## src/rtl/stopwatch_pkg.sv

```systemverilog
// Shared encodings for the stopwatch input controller: mode codes, pause FSM
// states and the default debounce length.
package stopwatch_pkg;

    localparam logic [1:0] MODE_NORMAL  = 2'b00;
    localparam logic [1:0] MODE_ADJ_MIN = 2'b01;
    localparam logic [1:0] MODE_ADJ_SEC = 2'b10;

    localparam int DEBOUNCE_CYCLES_DEF = 1_000_000;

    typedef enum logic {
        ST_RUN    = 1'b0,
        ST_PAUSED = 1'b1
    } pause_state_e;

endpackage

```

## src/rtl/debounce_sync.sv

```systemverilog
// One debounce channel: 2-flop synchroniser, stability counter, stable level
// and a registered 0->1 pulse that coincides with the level update.
module debounce_sync #(
    parameter int DEBOUNCE_CYCLES = 1_000_000,
    parameter int CNT_W           = 20
) (
    input  logic clk,
    input  logic rst,
    input  logic din,
    output logic level,
    output logic rise
);

    localparam logic [CNT_W-1:0] CNT_MAX = CNT_W'(DEBOUNCE_CYCLES - 1);
    localparam logic [CNT_W-1:0] CNT_ONE = CNT_W'(1);

    logic             sync1_q, sync1_d;
    logic             sync2_q, sync2_d;
    logic             level_q, level_d;
    logic             rise_q,  rise_d;
    logic [CNT_W-1:0] cnt_q,   cnt_d;

    always_comb begin
        sync1_d = din;
        sync2_d = sync1_q;
        level_d = level_q;
        rise_d  = 1'b0;
        cnt_d   = '0;
        if (sync2_q != level_q) begin
            if (cnt_q == CNT_MAX) begin
                level_d = sync2_q;
                rise_d  = sync2_q;
            end else begin
                cnt_d = cnt_q + CNT_ONE;
            end
        end
    end

    always_ff @(posedge clk) begin
        if (rst) begin
            sync1_q <= 1'b0;
            sync2_q <= 1'b0;
            level_q <= 1'b0;
            rise_q  <= 1'b0;
            cnt_q   <= '0;
        end else begin
            sync1_q <= sync1_d;
            sync2_q <= sync2_d;
            level_q <= level_d;
            rise_q  <= rise_d;
            cnt_q   <= cnt_d;
        end
    end

    assign level = level_q;
    assign rise  = rise_q;

endmodule

```

## src/rtl/stopwatch_input_ctrl.sv

```systemverilog
// Board-input conditioning for the stopwatch: debounced buttons/switches,
// RUN/PAUSED state, mode register and gated count/adjust enables.
module stopwatch_input_ctrl
    import stopwatch_pkg::*;
#(
    parameter int DEBOUNCE_CYCLES = DEBOUNCE_CYCLES_DEF,
    parameter int CNT_W           = 20
) (
    input  logic       clk,
    input  logic       rst,
    input  logic       btn_pause,
    input  logic       btn_reset,
    input  logic       sw_sel,
    input  logic       sw_adj,
    input  logic       tick_1hz,
    input  logic       tick_2hz,
    output logic       count_en,
    output logic       adj_en,
    output logic       adj_sel,
    output logic       clr,
    output logic       paused,
    output logic [1:0] mode
);

    logic pause_rise, reset_rise;
    logic pause_level_unused, reset_level_unused;
    logic sel_level, adj_level;
    logic sel_rise_unused, adj_rise_unused;

    debounce_sync #(.DEBOUNCE_CYCLES(DEBOUNCE_CYCLES), .CNT_W(CNT_W)) u_pause (
        .clk(clk), .rst(rst), .din(btn_pause), .level(pause_level_unused), .rise(pause_rise)
    );
    debounce_sync #(.DEBOUNCE_CYCLES(DEBOUNCE_CYCLES), .CNT_W(CNT_W)) u_reset (
        .clk(clk), .rst(rst), .din(btn_reset), .level(reset_level_unused), .rise(reset_rise)
    );
    debounce_sync #(.DEBOUNCE_CYCLES(DEBOUNCE_CYCLES), .CNT_W(CNT_W)) u_sel (
        .clk(clk), .rst(rst), .din(sw_sel), .level(sel_level), .rise(sel_rise_unused)
    );
    debounce_sync #(.DEBOUNCE_CYCLES(DEBOUNCE_CYCLES), .CNT_W(CNT_W)) u_adj (
        .clk(clk), .rst(rst), .din(sw_adj), .level(adj_level), .rise(adj_rise_unused)
    );

    pause_state_e state_q, state_d;
    logic         clr_q, clr_d;
    logic [1:0]   mode_q, mode_d;
    logic         adj_sel_q, adj_sel_d;
    logic         count_en_q, count_en_d;
    logic         adj_en_q, adj_en_d;

    always_comb begin
        state_d    = state_q;
        clr_d      = reset_rise;
        adj_sel_d  = sel_level;
        mode_d     = MODE_NORMAL;
        count_en_d = 1'b0;
        adj_en_d   = 1'b0;

        // reset button wins over a simultaneous pause press
        if (reset_rise) begin
            state_d = ST_RUN;
        end else if (pause_rise) begin
            state_d = (state_q == ST_RUN) ? ST_PAUSED : ST_RUN;
        end

        if (adj_level) begin
            mode_d = sel_level ? MODE_ADJ_SEC : MODE_ADJ_MIN;
        end

        // gating uses registered state; a failed tick is simply dropped
        if (state_q == ST_RUN && !clr_q) begin
            count_en_d = tick_1hz && (mode_q == MODE_NORMAL);
            adj_en_d   = tick_2hz && (mode_q != MODE_NORMAL);
        end
    end

    always_ff @(posedge clk) begin
        if (rst) begin
            state_q    <= ST_RUN;
            clr_q      <= 1'b0;
            mode_q     <= MODE_NORMAL;
            adj_sel_q  <= 1'b0;
            count_en_q <= 1'b0;
            adj_en_q   <= 1'b0;
        end else begin
            state_q    <= state_d;
            clr_q      <= clr_d;
            mode_q     <= mode_d;
            adj_sel_q  <= adj_sel_d;
            count_en_q <= count_en_d;
            adj_en_q   <= adj_en_d;
        end
    end

    assign count_en = count_en_q;
    assign adj_en   = adj_en_q;
    assign adj_sel  = adj_sel_q;
    assign clr      = clr_q;
    assign paused   = (state_q == ST_PAUSED);
    assign mode     = mode_q;

endmodule

```

## config.mk

```make
export PLATFORM = sky130hd
export DESIGN_NAME = stopwatch_input_ctrl
export DESIGN_NICKNAME = d
export VERILOG_FILES = /design/src/rtl/stopwatch_pkg.sv /design/src/rtl/debounce_sync.sv /design/src/rtl/stopwatch_input_ctrl.sv
export SDC_FILE = /design/constraint.sdc
export NUM_CORES = 1
export LEC_CHECK = 0
export BUFFER_PORTS_ARGS = -buffer_cell sky130_fd_sc_hd__buf_2
export CAP_MARGIN = 10
export CORE_MARGIN = 4
export CORE_UTILIZATION = 45
export CTS_CLUSTER_DIAMETER = 30
export DETAILED_ROUTE_END_ITERATION = 10
export PLACE_DENSITY_LB_ADDON = 0.2
export SETUP_SLACK_MARGIN = 0.1
export SLEW_MARGIN = 5
export SYNTH_ARGS = -nofsm -noshare
export SYNTH_HDL_FRONTEND = slang
export SYNTH_HIERARCHICAL = 1
export SYNTH_SLANG_ARGS = --single-unit
```

## constraint.sdc

```tcl
create_clock -name clk -period 2.1 [get_ports clk]
set_input_delay 0.21 -clock clk [delete_from_list [all_inputs] [get_ports clk]]
set_output_delay 0.21 -clock clk [all_outputs]
set_load 0.02 [all_outputs]
```

## Word-level counts from Yosys, hierarchy flattened

Index checks and enable logic that the tools add are counted.

- Bits in registers: 101
- Output and inout bits: 7

- Add/subtract/negate cells: 4
- Eq/ne operators: 8
- Mux-type cells: 2
- Bitwise operators: 9
- Reductions and logical operators: 19

Operator list:

| cell | count |
|---|---|
| 20-bit by 1-bit adder with 20-bit output, second input constant | 4 |
| 20-bit equality test, second input constant | 4 |
| 3-bit OR reduction | 6 |
| 1-bit inverter | 9 |
| 2-bit AND reduction | 4 |
| 2-bit OR reduction | 3 |
| 1-bit inequality test | 4 |
| 1-bit logical AND | 3 |
| 2-bit logical NOT | 1 |
| 2-bit 2-to-1 mux | 1 |
| 2-bit nonzero test | 1 |
| 1-bit logical NOT | 1 |
| 1-bit 2-to-1 mux | 1 |

## Logic depth before layout (Yosys ltp)

Gate-level depths: netlist (run 1).

- Word-level depth: 4
- Mapped depth: 7
- Gate-level depth less buffers: 5

## Modules after synthesis

The synthesis (run 1) kept the hierarchy.

Modules (own cells, without submodules):

| module | times used | cells each | area each (µm²) | seq. area each (µm²) |
|---|---|---|---|---|
| debounce_sync | 4 | 123 | 1079.8 | 480.5 |
| stopwatch_input_ctrl | 1 | 17 | 217.7 | 140.1 |

## Worst setup path after synthesis (run 1)

Ideal clock, no wire load.

- Path kind: reg-to-reg
- Start point: register u_adj.cnt_q[8]
- End point: register u_adj.cnt_q[17]
- Setup time: 0.070 ns
- Arrival: 1.668 ns
- Required time: 2.030 ns
- Setup slack: 0.362 ns
- Stages on the path, launching flop included: 5
- Buffers on the path: 0
- Path through: dfxtp_1 -> nand4_4 -> or4_4 -> or4_1 -> a21oi_1

- Longest elaborated chain between the ends: 2
- Elaborated cells on any way between the ends: 3
- Those cells by class: 1 x add/sub; 1 x eq/ne; 1 x reduce/logical

Ends and longest elaborated chain:

| what | line | text |
|---|---|---|
| from (decl) | debounce_sync.sv:21 | `logic [CNT_W-1:0] cnt_q, cnt_d;` |
| from (signal assigned) | debounce_sync.sv:51 | `cnt_q <= cnt_d;` |
| branches (longest 2 deep; another with 20-bit by 1-bit adder with 20-bit output) | n/a |  |

Parallel ways; which one is timed is not known.
A chain may end at the register's enable or synchronous reset.

## Worst setup path in the final report (run 1)

Ends and elaborated chain as after synthesis.

==> impl_metrics.py, run 1 <==
metrics = {
    "floorplanning": {
        "ioPinCount": 15,
        "fp.dieW_um": 108,
        "core_area_sq_um": 9730,
        "rows": 36,
        "die_h_um": 108,
        "start_util_pct": 46.1,
        "dieArea_sq_um": 11600,
    },
    "clock_network": {
        "cts_made_buffers": 9,
        "max-clock-path-buffers": 2,
        "clock_latency_ps": 370,
        "cts.sinks": 101,
        "cts_tree": "done",
        "cts.htree.levels": 3,
        "cts.reportedPaths.clkPinSlew_ps": 100,
        "root_buffer": "clkbuf_8",
    },
    "finish": {
        "design_area_sq_um": 4970,
        "final_cells": 671,
        "area_growth_syn_to_layout_pct": 10.7,
        "num-fill-cells": 958,
        "fin_nets": 545,
        "regArea_sq_um": 2020,
        "diodes": 0,
        "drive_above_1_share_pct": 13.4,
        "final_util_pct": 51.0,
        "multi_input_area_sq_um": 2360,
    },
    "worst_hold_path": {
        "worstHoldStart": "btn_reset",
        "worstHoldPathType": "in -> reg",
        "min_to": "u_reset/sync1_q",
        "holdPathStages": 2,
    },
    "grt": {
        "track_usage_pct": 15.5,
        "first_global_vias": 3246,
        "grt_max_degree": 25,
        "overflow": 0,
        "grt_pass1_wl_mm": 14.5,
        "antenna_found_initial": 1,
    },
    "routing": {
        "route.detailed.drc": 0,
        "drt-wirelength-per-cell_um": 12.2,
        "wl_mm": 8.16,
        "ant_nets": 0,
        "avgViaCountPerCell": 5.16,
        "dr.pass1.iters": 5,
        "drtIter0Drc": 98,
        "vias": 3463,
    },
    "critical_path": {
        "timing.critical_path.max_delay_family": "simple AND/OR/NAND/NOR gates",
        "crit_chain": "nand4_4 -> or4_4 -> or4_1 -> a21oi_1",
        "path_buf_inv": 0,
        "cp_data_required_time_ps": 2410,
        "reg2regPathDepth": 4,
        "crit_type": "reg -> reg",
        "cp-end-kind": "flop",
        "r2r_slack_ps": 220,
        "cp_slowest_cell": "or4_4",
        "startpoint_type": "flop",
        "timing.rr.start": "u_adj/cnt_q[8]",
        "worst-path-max-fanout": 6,
        "cp_data_arrival_time_ps": 2190,
        "r2r_end": "u_adj/cnt_q[17]",
        "cp_slowest_stage_delay_ps": 520,
    },
    "outcome": {
        "status": "finished clean",
    },
    "timing": {
        "slew_headroom_pct": 72.3,
        "drv_slew": 0,
        "max_freq_mhz": 531,
        "final.setup.tns_ps": 0,
        "layout_min_cycle_time_ps": 1880,
        "worst_slew_pin_slew_ps": 410,
        "hold_viol_final": 0,
        "finalWorstSetupSlack_ps": 216,
        "rsz0062_at_grt": "yes",
        "fin_crit_sh_pct": 89.7,
        "fin_hold_ws_ps": 34.6,
        "skew_ps": 8.70,
        "final-setup-viol-count": 0,
    },
    "placement": {
        "dpl_cell_area_sq_um": 4770,
        "hpwl_mm": 5.75,
        "dp.cells": 655,
        "dp_slack_ps": 175,
        "numPortBuffers": 14,
        "routabilityCongestion": 0.779,
    },
    "synthesis": {
        "synth_cells": 505,
        "synth_warnings": 6,
        "syn_nets": 517,
        "synth_area_sq_um": 4480,
        "syn_avg_cell_area_sq_um": 8.88,
    },
    "pwr": {
        "powerDensity_nw_per_um2": 630,
        "power_mw": 3.13,
        "vdd_ir_drop_max_uv": 553,
        "p_leak_nw": 1.43,
    },
    "job": {
        "drv_cap": 0,
    },
}
[repair_timing]
item | CTS | global route
hold buffers | 0 | 0
endpoints found under the setup margin | 0 | 3
resized for setup | 0 | 3
setup buffers | 0 | 0
[flip-flops by register name (all words and copies together) (netlist names), 2 cells and up]
signal,count
mode,2
u_adj/cnt_q,20
u_pause/cnt_q,20
u_reset/cnt_q,20
u_sel/cnt_q,20
[how the worst max path moves through the flow]
stage                     depth (start not counted)        startpoint                end
after global placement                            5  u_pause/cnt_q[0]  u_pause/cnt_q[18]
after floorplan                                   4    u_adj/cnt_q[8]    u_adj/cnt_q[17]
after CTS                                         5  u_pause/cnt_q[0]  u_pause/cnt_q[18]
after detailed placement                          5  u_pause/cnt_q[0]  u_pause/cnt_q[18]
final                                             4    u_adj/cnt_q[8]    u_adj/cnt_q[17]
after global routing                              6    u_sel/cnt_q[0]    u_sel/cnt_q[18]
[layout make-up]
class / count / share of cell area, %
multi-input combinational: 372 / 47.4
clock inverter: 7 / 1.11
inverter: 24 / 1.81
tap: 133 / 3.35
timing repair buffer: 25 / 3.07
clock buffer: 9 / 2.49
sequential: 101 / 40.7
[metal layers]
metal | share of wire, % | global-route usage [%] | routed length (um)
met3 | 3.9 | 5.22 | 315
met4 | 1.7 | 5.86 | 136
met2 | 44 | 24.1 | 3610
met5 | 0.086 | 0 | 7
met1 | 50 | 19.9 | 4080
[cells in the final DEF, fill, tap and decap left out, types with 2 or more instances in the layout]
cell	count
and3_1	9
nand3_1	20
xnor2_1	53
buf_2	14
or3_1	12
or2_2	8
o31ai_1	8
nand4_4	4
dfxtp_1	101
nor2_1	77
inv_1	24
nor4bb_1	4
nor4b_1	4
ha_1	4
nor3_1	21
o21ai_2	4
a21oi_1	20
and2b_2	2
clkbuf_8	9
inv_6	4
nor3b_1	5
clkinvlp_4	2
o21ai_0	4
nand2_1	32
buf_4	11
nor4_2	3
nor2b_1	8
nand3_2	4
mux2i_1	4
xor2_1	8
nor4_1	19
nand4_1	20
or4_1	8
or4_4	4
[power by group]
part           internal, mW  total, mW  switching (mW)
logic                0.0190     0.0484          0.0294
registers              1.92       1.93         0.00551
clock network         0.445       1.15           0.706
Note: power is estimated with default switching activity, not from simulation.
==> inputs of run 2 (changes only) <==
--- a/config.mk
+++ b/config.mk
@@ -12,9 +12,9 @@
 export CTS_CLUSTER_DIAMETER = 30
 export DETAILED_ROUTE_END_ITERATION = 10
 export PLACE_DENSITY_LB_ADDON = 0.2
+export RECOVER_POWER = 50
 export SETUP_SLACK_MARGIN = 0.1
 export SLEW_MARGIN = 5
 export SYNTH_ARGS = -nofsm -noshare
 export SYNTH_HDL_FRONTEND = slang
-export SYNTH_HIERARCHICAL = 1
 export SYNTH_SLANG_ARGS = --single-unit
==> run 2 against run 1 <==
  * Final cell count down 2.7%
  * Clock skew grew 7.9 ps
  * Clock power rose by 7%
  * Sequential power barely moved
  * Core utilization up 0.75 points
  * Critical path depth is the same
  * Die area is 4.5% lower
  * Setup slack lost 42 ps
  * Area after synthesis fell by 4.8%
  * Sequential share of layout area grew 1.6 points
  * First-iteration DRC count grew 10%
  * Largest cell class unchanged
  * Largest power group unchanged
==> impl_metrics.py, run 2 <==
metrics = {
    "pwr": {
        "p_comb_share_pct": 1.5,
        "p_seq_share_pct": 60.2,
        "vdd_ir_drop_max_uv": 299,
        "pwr-share-clk_pct": 38.4,
        "power.switching_uw": 706,
        "powerDensity_nw_per_um2": 671,
        "p_leak_nw": 1.39,
        "p_sw_share_pct": 22.0,
        "power_mw": 3.21,
        "power.internal_mw": 2.50,
    },
    "finish": {
        "mostFrequentLayoutCells": "dfxtp_1, nor2_1, xnor2_1",
        "final_util_pct": 51.8,
        "regArea_sq_um": 2020,
        "final_common_cell": "dfxtp_1",
        "drive_above_1_share_pct": 9.92,
        "design_area_sq_um": 4790,
        "num-fill-cells": 890,
        "diodes": 0,
        "fin_nets": 531,
        "multi_input_area_sq_um": 2130,
        "area_growth_syn_to_layout_pct": 12.1,
    },
    "grt": {
        "first_global_vias": 3065,
        "grt_pass1_wl_mm": 13.6,
        "antenna_found_initial": 0,
        "overflow": 0,
        "track_usage_pct": 14.7,
        "grt_max_degree": 27,
    },
    "timing": {
        "hold_viol_final": 0,
        "final-setup-viol-count": 0,
        "drv_slew": 0,
        "max_freq_mhz": 519,
        "rsz0062_at_grt": "yes",
        "fin_crit_sh_pct": 91.7,
        "slew_headroom_pct": 30.2,
        "layout_min_cycle_time_ps": 1930,
        "worst_slew_pin_slew_ps": 1050,
        "skew_ps": 16.6,
        "final.setup.tns_ps": 0,
    },
    "placement": {
        "routabilityCongestion": 0.786,
        "numPortBuffers": 14,
        "dpl_cell_area_sq_um": 4580,
        "hpwl_mm": 5.42,
    },
    "floorplanning": {
        "start_util_pct": 46.2,
        "core_area_sq_um": 9240,
        "fp.dieW_um": 105,
        "rows": 35,
        "die_h_um": 105,
        "ioPinCount": 15,
        "dieArea_sq_um": 11100,
    },
    "worst_hold_path": {
        "worstHoldStart": "sw_sel",
        "worstHoldPathType": "in -> reg",
        "holdPathStages": 2,
    },
    "synthesis": {
        "synth_area_leaders": "dfxtp_1, xnor2_1, nor2_1",
        "synth_top_family_by_area": "simple AND/OR/NAND/NOR gates",
        "yosys.area_share.adder_pct": 1.17,
        "synth_most_common_cell": "dfxtp_1",
        "ys.flop_type": "dfxtp_1",
        "synth_xor_xnor_area_share_pct": 10.9,
        "synth_common_cells": "dfxtp_1, nor2_1, xnor2_1, nand3_1, a21oi_1",
        "syn_avg_cell_area_sq_um": 8.73,
        "synth_largest_area_cell": "dfxtp_1",
        "synth_mux_area_share_pct": 0,
        "yosys.area_share.simple_pct": 29.6,
        "synth_cells": 489,
        "async_flop_share_pct": 0,
        "synth_warnings": 0,
        "ys_ff_latch": 101,
        "synth_compound_area_share_pct": 7.83,
        "synth_enable_flop_cells": 0,
        "yosys.area.top_type_share_pct": 47.4,
        "yosysSeqAreaShare_pct": 47.4,
        "synth_area_sq_um": 4270,
        "syn_nets": 501,
        "yosysUniqueCellTypes": 39,
    },
    "critical_path": {
        "reg2regPathDepth": 4,
        "cp_data_arrival_time_ps": 2210,
        "cp_slowest_cell": "or4_1",
        "startpoint_type": "flop",
        "cp_slowest_stage_delay_ps": 520,
        "timing.critical_path.max_delay_family": "simple AND/OR/NAND/NOR gates",
        "crit_chain": "or4_1 -> or4_4 -> or3_1 -> a21oi_1",
        "timing.rr.start": "u_adj.cnt_q[7]",
        "cp_data_required_time_ps": 2380,
        "cp-end-kind": "flop",
        "worst-path-max-fanout": 4,
        "crit_type": "reg -> reg",
        "path_buf_inv": 0,
        "cp.depth": 4,
        "worstSetupStartpoint": "u_adj.cnt_q[7]",
    },
    "clock_network": {
        "cts.reportedPaths.clkPinSlew_ps": 100,
        "cts_tree": "done",
        "cts.htree.levels": 3,
        "hold_buffers": 0,
        "clock_latency_ps": 360,
        "cts_made_buffers": 9,
        "max-clock-path-buffers": 2,
        "root_buffer": "clkbuf_8",
        "cts.sinks": 101,
    },
    "routing": {
        "drt-wirelength-per-cell_um": 11.7,
        "route.detailed.drc": 0,
        "drtIter0Drc": 108,
        "ant_nets": 0,
        "vias": 3298,
        "wl_mm": 7.62,
        "dr.pass1.iters": 4,
        "avgViaCountPerCell": 5.05,
    },
    "job": {
        "drv_cap": 0,
    },
    "outcome": {
        "status": "finished clean",
    },
}
run 2: changes by cell type in the layout (fill, tap and decap cells not counted), moves of 9 or more:
| cell | previous run | this run |
|---|---|---|
| nand3_1 | 20 | 30 |
| xnor2_1 | 53 | 36 |
| o21ai_0 | 4 | 24 |
| or3_1 | 12 | 23 |
| xor2_1 | 8 | 17 |
| nand2_1 | 32 | 23 |
| nor2_1 | 77 | 65 |
| clkbuf_1 | 0 | 12 |
run 2: final timing paths:
| kind | to | slack (ps) |
|---|---|---|
| worst max-delay path | u_adj.level | 170 |
| worst min register to register | paused | 430 |
| worst min-delay path | u_sel.sync1_q | 50 |
| worst max register to register | u_adj.level | 170 |
run 2: power by group through the flow:
stage | logic, mW | registers [mW] | clock network (mW)
5_1_grt | 0.0531 | 1.93 | 1.36
3_3_place_gp | 0.0477 | 1.97 | 0
3_5_place_dp | 0.0482 | 1.98 | 0
2_1_floorplan | 0.0285 | 1.97 | 0
4_1_cts | 0.0483 | 1.93 | 1.28
6_report | 0.0473 | 1.93 | 1.23
run 2: area by class of cell:
cell class / count / area share, %
multi-input cells: 353 / 44.5
flip-flops and latches: 101 / 42.3
repair buffers: 31 / 3.90
well taps: 129 / 3.37
clock buffers: 10 / 2.67
inverters: 23 / 1.80
clock inverters: 6 / 1.49
run 2: through the flow:
stage / hold WS, ps / setup slack, ps / instances
after floorplan: 289 / 200 / 489
after global placement: 399 / 192 / 636
after detailed placement: 421 / 125 / 636
after CTS: 31.2 / 100 / 652
after global routing: 29.2 / 52.8 / 653
final: 54.6 / 174 / 653
run 2: what timing repair did:
item / 4_1_cts / 5_1_grt
setup buffers: 0 / 1
gates resized for setup: 1 / 7
setup endpoints to repair: 1 / 12
pin swaps: 0 / 1
run 2: worst reg2reg max path, cell delays in order, from the launching register on:
cell and delay [ps]:
dfxtp_1 350, or4_1 520, or4_4 520, or3_1 330, a21oi_1 140
run 2: cell families after synthesis:
kind of cell               after synthesis
buffers and inverters                   35
DFF                                    101
and+or+nand+nor                        235
xor gates and xnor gates                53
adders and majority gates                4
AOI/OAI and AO/OA                       61
run 2: per-layer routing:
layer	vias to the layer above	track usage [%]	wire (um)
met5	-	0	0
met4	0	5.06	103
met3	10	3.80	226
met2	28	23.2	3410
met1	1492	19.3	3880
li1	1768	-	-
